**src/rtl/ldst_mem_responder.sv**
```systemverilog
// LSU memory responder: arbitrates load/store requests onto a single-port SRAM and returns tagged responses.
// Optional macro LEN5_MEM_RESP_RR_ARB_EN selects round-robin arbitration; the default is store-over-load priority.
`ifndef BUFF_IDX_LEN
`define BUFF_IDX_LEN 4
`endif

module ldst_mem_responder #(
    parameter int unsigned     XLEN       = 32,
    parameter logic [XLEN-1:0] MEM_BASE   = XLEN'(32'h0001_0000),
    parameter int unsigned     MEM_WORDS  = 1024,
    parameter int unsigned     RESP_DEPTH = 2,
    parameter int unsigned     TAG_W      = `BUFF_IDX_LEN
) (
    input  logic                         clk_i,
    input  logic                         rst_i,
    input  logic                         ld_req_valid_i,
    output logic                         ld_req_ready_o,
    input  logic                         ld_req_we_i,
    input  logic [XLEN-1:0]              ld_req_addr_i,
    input  logic [3:0]                   ld_req_be_i,
    input  logic [TAG_W-1:0]             ld_req_tag_i,
    input  logic                         st_req_valid_i,
    output logic                         st_req_ready_o,
    input  logic                         st_req_we_i,
    input  logic [XLEN-1:0]              st_req_addr_i,
    input  logic [3:0]                   st_req_be_i,
    input  logic [31:0]                  st_req_wdata_i,
    input  logic [TAG_W-1:0]             st_req_tag_i,
    output logic                         ld_rsp_valid_o,
    input  logic                         ld_rsp_ready_i,
    output logic [31:0]                  ld_rsp_rdata_o,
    output logic [TAG_W-1:0]             ld_rsp_tag_o,
    output logic                         ld_rsp_except_raised_o,
    output logic [4:0]                   ld_rsp_except_code_o,
    output logic                         st_rsp_valid_o,
    input  logic                         st_rsp_ready_i,
    output logic [31:0]                  st_rsp_rdata_o,
    output logic [TAG_W-1:0]             st_rsp_tag_o,
    output logic                         st_rsp_except_raised_o,
    output logic [4:0]                   st_rsp_except_code_o,
    output logic                         sram_req_o,
    output logic                         sram_we_o,
    output logic [$clog2(MEM_WORDS)-1:0] sram_addr_o,
    output logic [3:0]                   sram_be_o,
    output logic [31:0]                  sram_wdata_o,
    input  logic [31:0]                  sram_rdata_i
);

    localparam int unsigned AW = $clog2(MEM_WORDS);
    localparam int unsigned PW = (RESP_DEPTH > 1) ? $clog2(RESP_DEPTH) : 1;
    localparam int unsigned CW = $clog2(RESP_DEPTH + 1);
    localparam int unsigned EW = TAG_W + 1 + 5 + 32;
    localparam logic [CW:0]   DEPTH_C = (CW + 1)'(RESP_DEPTH);
    localparam logic [XLEN:0] MEM_LO  = {1'b0, MEM_BASE};
    localparam logic [XLEN:0] MEM_END = MEM_LO + (XLEN + 1)'(4 * MEM_WORDS);

    localparam logic [4:0] E_LD_ADDR_MISALIGNED = 5'd4;
    localparam logic [4:0] E_LD_ACCESS_FAULT    = 5'd5;
    localparam logic [4:0] E_ST_ADDR_MISALIGNED = 5'd6;
    localparam logic [4:0] E_ST_ACCESS_FAULT    = 5'd7;

    function automatic logic be_legal(input logic [3:0] be);
        case (be)
            4'b0001, 4'b0010, 4'b0100, 4'b1000,
            4'b0011, 4'b1100, 4'b1111: be_legal = 1'b1;
            default:                   be_legal = 1'b0;
        endcase
    endfunction

    function automatic logic [PW-1:0] ptr_next(input logic [PW-1:0] p);
        ptr_next = (p == PW'(RESP_DEPTH - 1)) ? '0 : p + 1'b1;
    endfunction

    // Channel index 0 = load, 1 = store
    logic             req_valid [2];
    logic             req_we    [2];
    logic [XLEN-1:0]  req_addr  [2];
    logic [3:0]       req_be    [2];
    logic [31:0]      req_wdata [2];
    logic [TAG_W-1:0] req_tag   [2];
    logic             req_exc   [2];
    logic [4:0]       req_code  [2];
    logic [CW-1:0]    occ       [2];
    logic [CW:0]      cnt       [2];
    logic             elig      [2];
    logic             rsp_ready [2];
    logic             rsp_valid [2];
    logic [EW-1:0]    rsp_entry [2];

    assign req_valid[0] = ld_req_valid_i;
    assign req_valid[1] = st_req_valid_i;
    assign req_we[0]    = ld_req_we_i;
    assign req_we[1]    = st_req_we_i;
    assign req_addr[0]  = ld_req_addr_i;
    assign req_addr[1]  = st_req_addr_i;
    assign req_be[0]    = ld_req_be_i;
    assign req_be[1]    = st_req_be_i;
    assign req_wdata[0] = '0;
    assign req_wdata[1] = st_req_wdata_i;
    assign req_tag[0]   = ld_req_tag_i;
    assign req_tag[1]   = st_req_tag_i;
    assign rsp_ready[0] = ld_rsp_ready_i;
    assign rsp_ready[1] = st_rsp_ready_i;

    logic             inf_v;
    logic             inf_ch;
    logic [TAG_W-1:0] inf_tag;
    logic             inf_exc;
    logic [4:0]       inf_code;
    logic             inf_rd;
    logic [EW-1:0]    push_entry;

    assign push_entry = {inf_tag, inf_exc, inf_code, (inf_rd ? sram_rdata_i : 32'h0)};

    for (genvar c = 0; c < 2; c++) begin : g_ch
        localparam logic CH = (c == 1);
        logic mis, oob, push, pop, bypass, store, deq;
        logic [PW-1:0] rd_ptr, wr_ptr;
        logic [EW-1:0] mem [RESP_DEPTH];

        assign mis = !be_legal(req_be[c]);
        assign oob = ({1'b0, req_addr[c]} < MEM_LO) || ({1'b0, req_addr[c]} >= MEM_END);
        assign req_exc[c] = mis || oob;

        always_comb begin
            req_code[c] = '0;
            if (mis)      req_code[c] = req_we[c] ? E_ST_ADDR_MISALIGNED : E_LD_ADDR_MISALIGNED;
            else if (oob) req_code[c] = req_we[c] ? E_ST_ACCESS_FAULT : E_LD_ACCESS_FAULT;
        end

        assign cnt[c]  = {1'b0, occ[c]} + (CW + 1)'(inf_v && (inf_ch == CH));
        assign elig[c] = req_valid[c] && (cnt[c] < DEPTH_C);

        // Fall-through: an in-flight entry arriving at an empty FIFO is presented directly
        // and, if consumed the same cycle, never written into storage.
        assign push   = inf_v && (inf_ch == CH);
        assign rsp_valid[c] = (occ[c] != '0) || push;
        assign pop    = rsp_valid[c] && rsp_ready[c];
        assign bypass = push && (occ[c] == '0) && pop;
        assign store  = push && !bypass;
        assign deq    = pop && (occ[c] != '0);
        assign rsp_entry[c] = (occ[c] != '0) ? mem[rd_ptr] : (push ? push_entry : '0);

        always_ff @(posedge clk_i or posedge rst_i) begin
            if (rst_i) begin
                occ[c] <= '0;
                rd_ptr <= '0;
                wr_ptr <= '0;
            end else begin
                occ[c] <= occ[c] + CW'(store) - CW'(deq);
                if (store) wr_ptr <= ptr_next(wr_ptr);
                if (deq)   rd_ptr <= ptr_next(rd_ptr);
            end
        end

        always_ff @(posedge clk_i) begin
            if (store) mem[wr_ptr] <= push_entry;
        end
    end

    logic grant_ld, grant_st, accept, sel;

`ifdef LEN5_MEM_RESP_RR_ARB_EN
    logic rr_ptr;

    always_ff @(posedge clk_i or posedge rst_i) begin
        if (rst_i)                        rr_ptr <= 1'b0;
        else if (accept && sel == rr_ptr) rr_ptr <= !rr_ptr;
    end
`endif

    always_comb begin
`ifdef LEN5_MEM_RESP_RR_ARB_EN
        grant_st = elig[1] && (!elig[0] || rr_ptr);
`else
        grant_st = elig[1];
`endif
        grant_ld = elig[0] && !grant_st;
        grant_st = grant_st && !rst_i;
        grant_ld = grant_ld && !rst_i;
    end

    assign accept         = grant_ld || grant_st;
    assign sel            = grant_st;
    assign ld_req_ready_o = grant_ld;
    assign st_req_ready_o = grant_st;

    always_comb begin
        sram_req_o   = 1'b0;
        sram_we_o    = 1'b0;
        sram_addr_o  = '0;
        sram_be_o    = '0;
        sram_wdata_o = '0;
        if (accept && !req_exc[sel]) begin
            sram_req_o   = 1'b1;
            sram_we_o    = req_we[sel];
            sram_addr_o  = AW'((req_addr[sel] - MEM_BASE) >> 2);
            sram_be_o    = req_be[sel];
            sram_wdata_o = req_wdata[sel];
        end
    end

    always_ff @(posedge clk_i or posedge rst_i) begin
        if (rst_i) begin
            inf_v    <= 1'b0;
            inf_ch   <= 1'b0;
            inf_tag  <= '0;
            inf_exc  <= 1'b0;
            inf_code <= '0;
            inf_rd   <= 1'b0;
        end else begin
            inf_v <= accept;
            if (accept) begin
                inf_ch   <= sel;
                inf_tag  <= req_tag[sel];
                inf_exc  <= req_exc[sel];
                inf_code <= req_code[sel];
                inf_rd   <= !req_we[sel] && !req_exc[sel];
            end
        end
    end

    assign ld_rsp_valid_o         = rsp_valid[0];
    assign ld_rsp_tag_o           = rsp_entry[0][EW-1 -: TAG_W];
    assign ld_rsp_except_raised_o = rsp_entry[0][37];
    assign ld_rsp_except_code_o   = rsp_entry[0][36:32];
    assign ld_rsp_rdata_o         = rsp_entry[0][31:0];
    assign st_rsp_valid_o         = rsp_valid[1];
    assign st_rsp_tag_o           = rsp_entry[1][EW-1 -: TAG_W];
    assign st_rsp_except_raised_o = rsp_entry[1][37];
    assign st_rsp_except_code_o   = rsp_entry[1][36:32];
    assign st_rsp_rdata_o         = rsp_entry[1][31:0];

endmodule

```
**config.mk**
```make
export PLATFORM = sky130hd
export DESIGN_NAME = ldst_mem_responder
export DESIGN_NICKNAME = d
export VERILOG_FILES = /design/src/rtl/ldst_mem_responder.sv
export SDC_FILE = /design/constraint.sdc
export NUM_CORES = 1
export LEC_CHECK = 0
export ABC_CLOCK_PERIOD_IN_PS = 8350
export CAP_MARGIN = 30
export CORE_UTILIZATION = 48
export CTS_CLUSTER_DIAMETER = 80
export DETAILED_ROUTE_END_ITERATION = 10
export PLACE_DENSITY = 0.85
export SYNTH_ARGS = -nofsm -noshare
export SYNTH_HDL_FRONTEND = slang
export SYNTH_SLANG_ARGS = --single-unit
```
**constraint.sdc**
```tcl
create_clock -name clk_i -period 8.35 [get_ports clk_i]
set_input_delay 0.835 -clock clk_i [delete_from_list [all_inputs] [get_ports clk_i]]
set_output_delay 0.835 -clock clk_i [all_outputs]
set_load 0.01 [all_outputs]
```
# Word-level counts from Yosys, hierarchy flattened
# Memories as Yosys holds them, arrays and structs flattened.
# Cells that the tools add are included.
# Widths: inputs -> output; s select.
[totals]
regBits = 21
mem_count = 2
ram_bits = 168
word_cells = 137
input_bits = 152
output_inout_bits = 136
[op_classes]
n_mux = 49
n_eq_ne = 14
n_reduce_logical = 40
bitwise_logic = 2
order_cmp = 7
add_sub_neg = 11
[memory_table]
columns = ["memory", "words", "word_bits", "rd", "rd_ports_with_merged_regs", "write_ports", "line", "text"]
rows = [
  ["g_ch[0].mem", 2, 42, 1, 0, 1, "119", "logic [EW-1:0] mem [RESP_DEPTH];"],
  ["g_ch[1].mem", 2, 42, 1, 0, 1, "119", ""],
]
[op_table]
columns = ["op", "count"]
rows = [
  ["$mux 42", 4],
  ["$mux 32", 5],
  ["$ge 32x17->1 const B", 2],
  ["$lt 32x17->1 const B", 2],
  ["$mux 12", 3],
  ["$mux 4", 7],
  ["$eq 4x4->1 const B", 6],
  ["$logic_and 1x1->1", 19],
  ["$mux 1", 18],
  ["$eq 4x2->1 const B", 4],
  ["$mux 5", 3],
  ["$reduce_or 7->1", 2],
  ["$mux 3", 4],
  ["$sub 12x1->12 const B", 1],
  ["$mux 10", 1],
  ["$eq 4x1->1 const B", 2],
  ["$eq 4x3->1 const B", 2],
  ["$logic_not 1->1", 8],
  ["$mux 2", 4],
  ["$logic_or 1x1->1", 7],
  ["$add 2x1->3", 2],
  ["$lt 3x2->1 const B", 2],
  ["$add 1x1->1 const B", 4],
  ["$add 2x1->2", 2],
  ["other kinds (6)", 9],
]

# Logic depth before layout (Yosys ltp)
[logic_depth]
word_depth = 12
mapped_depth = 8
ltp_nobuf = 7

# Least setup slack after synthesis
# No wires, ideal clock.
[synth_timing]
path_type = "input -> output"
startpoint = "in st_req_addr_i[30]"
endpoint = "out sram_addr_o[0]"
t_arrival_ps = 2376
stages = 6
setup_slack_ps = 5139
path_cell_list = "or4_4 -> a2111oi_4 -> and2_1 -> buf_6 -> buf_12 -> a22o_1"
[synth_between]
elab_chain_cells = 9
elab_cells_between_ends = 10
[synth_rtl]
columns = ["item", "line", "text"]
rows = [
  ["from (decl)", "25", "input logic [XLEN-1:0] st_req_addr_i,"],
  ["$lt 32x17->1 or $ge 32x17->1 (tied branches)", "122", "assign oob = ({1'b0, req_addr[c]} < MEM_LO) || ({1'b0, req_addr[c]} >= MEM_END);"],
  ["$logic_or 1x1->1 (*)", "122", ""],
  ["$logic_or 1x1->1 (*)", "123", "assign req_exc[c] = mis || oob;"],
  ["$mux 1 (implied by the code) (*) (3 in a row)", "194", "if (accept && !req_exc[sel]) begin"],
  ["$logic_not 1->1 (*)", "194", ""],
  ["$logic_and 1x1->1 (*)", "194", ""],
  ["$mux 10 (*)", "194", ""],
  ["to (decl)", "43", "output logic [$clog2(MEM_WORDS)-1:0] sram_addr_o,"],
]
# Every way passes the cells marked *; elsewhere a longest branch is shown, timed or not. The select of a mux whose other input is x is not followed.

# Final worst setup path
[layout_timing]
startpoint = "in st_req_addr_i[20]"
endpoint = "out sram_addr_o[7]"
# The elaborated chain is that of the path after synthesis.

==> results_dict.tcl <==
set metrics [dict create \
    outcome "complete, no violations" \
    ys_seq_area_frac 0.651 \
    layout_common_cells "clkdlybuf4s50_1, edfxtp_1, mux2i_1" \
    max_slew_margin 0.437 \
    synthAdderAreaFrac 0.00634 \
    core_area_um2 15900 \
    synth_ff_type "edfxtp_1" \
    post_cts_resize_count 0 \
    gr-usage-all-layers 0.274 \
    p_int_w 0.00232 \
    synth_top_family_by_area "multiplexers" \
    grt_setup_unrepaired "false" \
    hp-class "register to register" \
    grt_pass1_wl_um 33400 \
    end_kind "primary output" \
    fp-row-count 46 \
    netlist_area_um2 7890 \
    postCtsHoldBufs 0 \
    path_cells "clkdlybuf4s50_1 > nor4_1 > nand3_1 > a2111oi_4 > buf_4 > and2_1 > a22o_1 > clkdlybuf4s50_1" \
    clock_path_buffers 2 \
    fin_util 0.720 \
    synth_cell_types 42 \
    worst_path_most_repeated_cell "clkdlybuf4s50_1" \
    grt_pass1_vias 5882 \
    hold_viol_final 0 \
    hold_depth 1 \
    finalSetupViolCount 0 \
    cp_max_fo 36 \
    max_cap_violations 0 \
    clock.fmax_ghz 0.215 \
    slew_viol_final 0 \
    drtPass1Iterations 6 \
    htreeDepth 4 \
    ys_warn_count 0 \
    yosys.area_share.simple 0.0845 \
    clk_latency_ns 0.42 \
    ys_ff_latch 174 \
    synth_xor_area_frac 0.00888 \
    routed_via_density 5.53 \
    cts_buffers 17 \
    setup_tns_ns 0 \
    totalWireLength_um 22900 \
    fin_crit_sh 0.557 \
    layout_commonest_cell "clkdlybuf4s50_1" \
    cpMaxStageDelayCell "clkdlybuf4s50_1" \
    path_class "primary input to primary output" \
    startpoint_type "primary input" \
    drc_errors 0 \
    grt_start_max_net_pins 47 \
    root_buffer "clkbuf_16" \
    synth_mux_area_frac 0.105 \
    required_ns 7.52 \
    cts_tree "built" \
    pwr-share-clk 0.223 \
    fin_crit_ns 4.65 \
    drive_gt1_frac 0.0608 \
    syn-mean-instance-area_um2 13.0 \
    crit_arrival_ns 3.82 \
    synth_edf_count 156 \
    vias 6115 \
    ant_nets 0 \
    die-area_um2 17000 \
    hpwlAfterDp_um 16000 \
    start_util 0.495 \
    portBuffers 279 \
    clk_pin_slew_ns 0.06 \
    ios 288 \
    seqPwrFrac 0.373 \
    nNetsFinal 1032 \
    area_growth_pct 45.5 \
    power.density_nw_per_um2 300 \
    skew_ns 0.0101 \
    max_stage_delay_ns 0.55 \
    async_reset_ff_frac 0.103 \
    tightest_slew_ns 0.838 \
    postSynthCellCount 608 \
    drt_iter0_markers 405 \
    grt_overflow 0 \
    p_sw_frac 0.326 \
    combPwrFrac 0.404 \
    routabilityCongestion 0.895 \
    wire_per_inst_um 20.7 \
    clock-sinks 174 \
    reg2regPathDepth 5 \
    die_w_um 130 \
    die-height_um 130 \
    switchingPower_w 0.00112 \
    synth_compound_area_frac 0.0964 \
    antenna_found_initial 3 \
    p_leak_nw 4.38 \
    post-cts-setup-buffers 0 \
    peakVddDrop_mv 0.168 \
]
## final cells by class
type / instances / area [um^2]
inverter: 40 / 150
fill: 1078 / 4460
antenna: 1 / 2.50
sequential: 174 / 5140
multi-input combinational: 350 / 2440
clock inverter: 14 / 144
timing repair buffer: 293 / 2910
clock buffer: 17 / 425
tap: 216 / 270
## worst max-delay path: cells and delay by family
family	cells	cell delay [ns]
AO/OA/AOI/OAI	2	0.62
buffers and inverters	3	1.29
AND/OR/NAND/NOR	3	1.08
## worst paths after layout
| kind | from | end | slack, ns |
|---|---|---|---|
| max | st_req_addr_i[20] | sram_addr_o[7] | 3.70 |
| min | g_ch[0].wr_ptr | g_ch[0].wr_ptr | 0.55 |
| max reg2reg | occ[1] | g_ch[1].mem[0][2] | 5.93 |
| min reg2reg | g_ch[0].wr_ptr | g_ch[0].wr_ptr | 0.55 |
| max in group asynchronous | rst_i | g_ch[0].rd_ptr | 6.90 |
| min in group asynchronous | rst_i | inf_tag[0] | 0.93 |
## per-stage QoR
step	setup WS, ns	total power, W	cells	area (um^2)	hold WS, ns
5_1_grt	3.53	0.00360	1105	11500	0.600
2_1_floorplan	5.14	0.00193	611	7900	0.468
4_1_cts	3.72	0.00346	1104	11500	0.556
3_3_place_gp	3.78	0.00265	1072	10900	0.527
6_report	3.70	0.00344	1105	11500	0.554
3_5_place_dp	3.73	0.00269	1073	10900	0.543
## power by group through the flow
stage | clock network (W) | registers [W] | logic (W)
final | 0.000768 | 0.00128 | 0.00139
after detailed placement | 0 | 0.00130 | 0.00140
after global placement | 0 | 0.00129 | 0.00137
after floorplan | 0 | 0.00122 | 0.000709
after global routing | 0.000815 | 0.00130 | 0.00148
after CTS | 0.000776 | 0.00128 | 0.00140
## cell families after synthesis
kind of cell               after synthesis
DFF                                    174
muxes                                   83
other                                    1
adders and majority gates                4
buffers and inverters                   87
and+or+nand+nor                        136
AOI/OAI and AO/OA                      115
xor gates and xnor gates                 8
## metal layers
metal	global-route usage	wire length, um
met5	0	11
met4	0.106	682
met3	0.0644	1370
met2	0.499	12100
met1	0.309	8660
## sequential cells by signal (all words and copies together) (netlist names)
| register | count |
|---|---|
| g_ch.rd_ptr | 2 |
| g_ch.mem | 156 |
| occ | 4 |
| inf_rd | 1 |
| inf_ch | 1 |
| inf_exc | 1 |
| inf_v | 1 |
| inf_tag | 4 |
| inf_code | 2 |
| g_ch.wr_ptr | 2 |
## cell usage after synthesis (2+ instances only)
master	instances	area, um^2
edfxtp_1	156	4680
mux2i_1	83	831
o22ai_1	64	400
nand2_1	62	233
inv_1	40	150
and3_1	33	206
clkbuf_1	31	116
o21ai_0	22	110
dfrtp_1	18	450
a22o_1	14	123
nor2_1	13	48.8
buf_1	7	26.3
buf_4	6	45.0
nand3_1	6	30.0
nor4_1	6	37.5
xnor2_1	6	52.6
ha_1	4	50.1
a21o_1	3	22.5
a21oi_1	3	15.0
nand2b_1	3	18.8
a22oi_1	2	15.0
and2_1	2	12.5
nor2b_1	2	12.5
nor3_1	2	10.0
nor4b_1	2	17.5
xor2_1	2	17.5
Note: power is estimated with default switching activity, not from simulation.
